==> src/rtl/fetch_unit.sv <==
// Instruction fetch stage: issues one byte read at a time to instruction
// memory, buffers returned bytes in a small prefetch FIFO and hands them to
// decode in order, with backpressure and branch-redirect flushing.
module fetch_unit #(
   parameter logic [7:0] RESET_PC = 8'h00,
   parameter int         DEPTH    = 4
) (
   input  logic       clk,
   input  logic       sync_rst,
   output logic       imem_req,
   output logic [7:0] imem_addr,
   input  logic       imem_ack,
   input  logic [7:0] imem_data,
   output logic [7:0] opcode,
   output logic       opcode_valid,
   output logic [7:0] opcode_pc,
   input  logic       hold,
   input  logic       redirect,
   input  logic [7:0] redirect_pc
);

   localparam int AW = $clog2(DEPTH);
   localparam int CW = AW + 1;

   typedef enum logic {
      S_IDLE,
      S_WAIT
   } state_t;

   state_t         state, state_nx;
   logic [7:0]     fetch_pc, fetch_pc_nx;   // next address to be requested
   logic [7:0]     req_addr, req_addr_nx;   // address of the outstanding request
   logic           discard, discard_nx;     // outstanding response must be dropped
   logic [15:0]    mem [DEPTH];             // {data, pc} per entry
   logic [AW-1:0]  rd_ptr, wr_ptr;
   logic [CW-1:0]  count, count_nx;
   logic [7:0]     last_op, last_pc;
   logic [15:0]    head;
   logic [7:0]     base_pc;
   logic           push, pop, issue;

   // Next-state, FIFO control and request-issue decisions.
   always_comb begin
      // NOTE: every signal gets a default first so no path leaves one unassigned and infers a latch.
      state_nx    = state;
      issue       = 1'b0;
      head        = mem[rd_ptr];
      push        = (state == S_WAIT) && imem_ack && !discard && !redirect;
      pop         = (count != '0) && !hold && !redirect;
      base_pc     = redirect ? redirect_pc : fetch_pc;
      count_nx    = redirect ? '0 : count + CW'(push) - CW'(pop);

      // A new request is allowed only if the entries left after this edge
      // plus the new pending byte still fit, so a push can never overflow.
      case (state)
         S_IDLE: issue = (count_nx < CW'(DEPTH));
         S_WAIT: issue = imem_ack && (count_nx < CW'(DEPTH));
         default: issue = 1'b0;
      endcase

      if (issue)
         state_nx = S_WAIT;
      else if ((state == S_WAIT) && imem_ack)
         state_nx = S_IDLE;

      fetch_pc_nx = issue ? base_pc + 8'd1 : base_pc;
      req_addr_nx = issue ? base_pc : req_addr;

      // A redirect while a request is still in flight keeps the address
      // stable and marks the eventual response for dropping.
      discard_nx  = (state == S_WAIT) && !imem_ack && (redirect || discard);
   end

   // Control state, pointers and last-shown output registers.
   always_ff @(posedge clk) begin
      if (sync_rst) begin
         state    <= S_IDLE;
         fetch_pc <= RESET_PC;
         req_addr <= RESET_PC;
         discard  <= 1'b0;
         rd_ptr   <= '0;
         wr_ptr   <= '0;
         count    <= '0;
         last_op  <= 8'h00;
         last_pc  <= 8'h00;
      end else begin
         state    <= state_nx;
         fetch_pc <= fetch_pc_nx;
         req_addr <= req_addr_nx;
         discard  <= discard_nx;
         count    <= count_nx;
         if (redirect) begin
            rd_ptr <= '0;
            wr_ptr <= '0;
         end else begin
            if (push) wr_ptr <= wr_ptr + AW'(1);
            if (pop)  rd_ptr <= rd_ptr + AW'(1);
         end
         if (count != '0) begin
            last_op <= head[15:8];
            last_pc <= head[7:0];
         end
      end
   end

   // Prefetch storage write port.
   always_ff @(posedge clk) begin
      // NOTE: storage is not reset; count gates visibility, so stale entries are never shown.
      if (push && !sync_rst)
         mem[wr_ptr] <= {imem_data, imem_addr};
   end

   assign imem_req     = (state == S_WAIT);
   assign imem_addr    = req_addr;
   assign opcode_valid = (count != '0);
   assign opcode       = opcode_valid ? head[15:8] : last_op;
   assign opcode_pc    = opcode_valid ? head[7:0]  : last_pc;

endmodule
==> config.mk <==
export PLATFORM = sky130hd
export DESIGN_NAME = fetch_unit
export DESIGN_NICKNAME = d
export VERILOG_FILES = /design/src/rtl/fetch_unit.sv
export SDC_FILE = /design/constraint.sdc
export NUM_CORES = 1
export LEC_CHECK = 0
export CAP_MARGIN = 20
export CORE_MARGIN = 2
export CORE_UTILIZATION = 55
export CTS_CLUSTER_DIAMETER = 80
export DETAILED_ROUTE_END_ITERATION = 10
export HOLD_SLACK_MARGIN = 0.06
export PLACE_DENSITY = 0.78
export SKIP_LAST_GASP = 1
export SLEW_MARGIN = 20
export SYNTH_ARGS = -nofsm -noshare
export SYNTH_HDL_FRONTEND = slang
export SYNTH_SLANG_ARGS = --single-unit
==> constraint.sdc <==
create_clock -name clk -period 4.95 [get_ports clk]
set_input_delay 1.485 -clock clk [delete_from_list [all_inputs] [get_ports clk]]
set_output_delay 1.485 -clock clk [all_outputs]
set_load 0.005 [all_outputs]
==> metrics <==
Critical Path Sink fetch_pc[5]; nature of the critical path endpoint flop; WP data arrival 4.32 ns; Syn-to-layout area delta 16.6%; Hold Buf Count CTS 0; skew final 0.0111 ns; post-CTS sizing 0; TritonCTS clock tree yes; Setup crit start kind input pin; largest net degree at the start of global routing 43; antenna violations before repair 0; Synth Flop Type edfxtp_1; register-to-register setup slack 1.83 ns; Syn Area/Cell 15.6 um^2; WL final 7180 um; die area 8400 um^2; die width 91.7 um; part of the Yosys area used for sequential elements 65.9%; max_cap viols 0; dpl hpwl 4780 um; Hold Crit Start discard; PwrDens 322 nW/um^2; Placeable Area 7330 um^2; worst-path maximum fanout 25; commonest non-fill, non-tap cells in the layout edfxtp_1 (64), clkdlybuf4s50_1 (46), dfxtp_1 (43); Clock transition at path regs 0.10 ns; worst-skew pair later-pin latency 0.36 ns; commonest non-fill, non-tap cell in the layout edfxtp_1; per-cell routed wire length 17.1 um; run status finished, final reports clean; CP Class input pin to flop; Yosys top cell area share 45.5%; Die Ht 91.7 um; critical path startpoint redirect; CTS max path bufs 2; GRT overflow 0; Cell Chain, Critical Path clkdlybuf4s50_1 > nor2_1 > nand3_1 > ha_1 > inv_1 > ha_1 > fa_1 > xor3_2 > o21a_4 > a31o_2 > a21oi_1; Slew HR 42.6%; unrepaired setup endpoints after global routing false; Remaining DRCs 0; top post-synthesis cells by area edfxtp_1 (45%), dfxtp_1 (20%), mux4_2 (8.5%), mux2_2 (4.5%), nor2b_1 (2.4%); Vias/cell 5.54; row cnt 31; PortBufs 46; initial drt markers 179; CP dominant cell by count ha_1; Vias 2327; DRT antenna net count 0; EDFF count, synth 64; Max Clock Freq 0.249 GHz; HP Class flop to flop; Worst R2R Start count[0]; Syn. warnings 0; cell accounting for the most synthesized area edfxtp_1; H-Tree Depth 3; fin nets 345; Initial Util 57.6%; CP max stage delay 0.53 ns; area post-placement 4750 um^2; fin. max-slew vios 0; CTS Sinks 107; ant diodes 0; worst slew pin tran 0.861 ns; Initial DRT Pass Iterations 4; first-pass GRT wire length 11800 um; synth unique cells 35; Worst R2R End fetch_pc[5]; post-route cell area 4930 um^2; period utilisation layout 81.3%; Root Driver clkbuf_8; Fin. Hold Viols 0; num ports 47; GRT Util Overall 18.6%; Final Util 67.2%; post-layout minimum cycle time 4.02 ns; Synthesized Nets 299; Final setup viols 0; leakage power total 1.71 nW; share of layout cells above drive strength 1 17.8%; Inserted Clock Buffers 9; Final Wtd Congestion 0.750; synthesized area 4230 um^2; Peak supply drop 0.188 mV; Reg2Reg Depth 10; setup TNS 0 ns; CP max-delay cell clkdlybuf4s50_1; Syn Inst Count 270; Crit path required time 5.25 ns; setup bufs post-CTS 0; FF+latch count, synth 107; Post-synth ARST share 0%; vias in the first global route 2350
==> synthesized netlist by cell type (all sizes together), types with 3 or more instances <==
cell    instances
clkbuf          6
dfxtp          43
a21oi           5
and2            4
edfxtp         64
mux2           17
nand3           3
o21a            3
inv             8
nor2           14
a211oi         10
mux2i           9
nor3           16
xnor2           3
buf             9
nor2b          16
mux4           16
ha              7
==> cell families after synthesis <==
group,synth area share [%]
xor gates and xnor gates,1.21
and+or+nand+nor,8.14
DFF,65.9
adders and majority gates,2.55
AOI/OAI and AO/OA,4.17
buffers and inverters,2.87
muxes,15.2
==> final cells by class <==
cell class / count / area (um^2)
inverters: 8 / 30.0
well taps: 99 / 124
repair buffers: 50 / 490
multi-input cells: 140 / 1320
clock inverters: 6 / 51.3
fillers: 498 / 2400
clock buffers: 10 / 128
flip-flops and latches: 107 / 2780
==> power breakdown <==
part	total (mW)	internal (mW)	switching (mW)	leakage [nW]
sequential	0.980	0.965	0.0149	0.933
clock	0.482	0.188	0.294	0.0806
combinational	0.126	0.0699	0.0558	0.699
==> worst min path at each step <==
| stage | endpoint | cells past startpoint | slack [ns] |
|---|---|---|---|
| 6_report | discard | 2 | 0.53 |
| 5_1_grt | rd_ptr[1] | 2 | 0.56 |
| 4_1_cts | discard | 2 | 0.54 |
| 3_5_place_dp | discard | 2 | 0.52 |
| 3_3_place_gp | flop | 2 | 0.52 |
| 2_1_floorplan | discard | 2 | 0.49 |
==> metal layers <==
| metal | up-vias | track usage [%] | part of all wire [%] |
|---|---|---|---|
| li1 | 1107 | - | - |
| met1 | 1144 | 23.5 | 42 |
| met2 | 63 | 31.7 | 51 |
| met3 | 13 | 4.77 | 4.8 |
| met4 | 0 | 5.81 | 1.9 |
| met5 | - | 0 | 0 |
==> state kept, by name, indices dropped and copies added (netlist names), named ones only <==
signal     flops
imem_req       1
discard        1
last_pc        8
imem_addr      8
mem           64
count          3
fetch_pc       8
rd_ptr         2
last_op        8
wr_ptr         2
==> stage by stage <==
stage	hold WS [ns]	cells	setup slack, ns	total power [mW]
after floorplan	0.491	270	1.00	1.06
after global placement	0.515	404	0.689	1.12
after global routing	0.557	420	0.701	1.65
final	0.531	420	0.927	1.59
after CTS	0.537	420	0.927	1.60
after detailed placement	0.519	404	0.541	1.13
==> worst max-delay path, delay by kind of cell <==
family,cells,cell delay [ns]
compound gates,3,0.66
xor+xnor,1,0.29
fa+ha+maj,3,0.90
buf+inv,2,0.57
simple gates,2,0.41
Power figures use the tool's default switching activity.
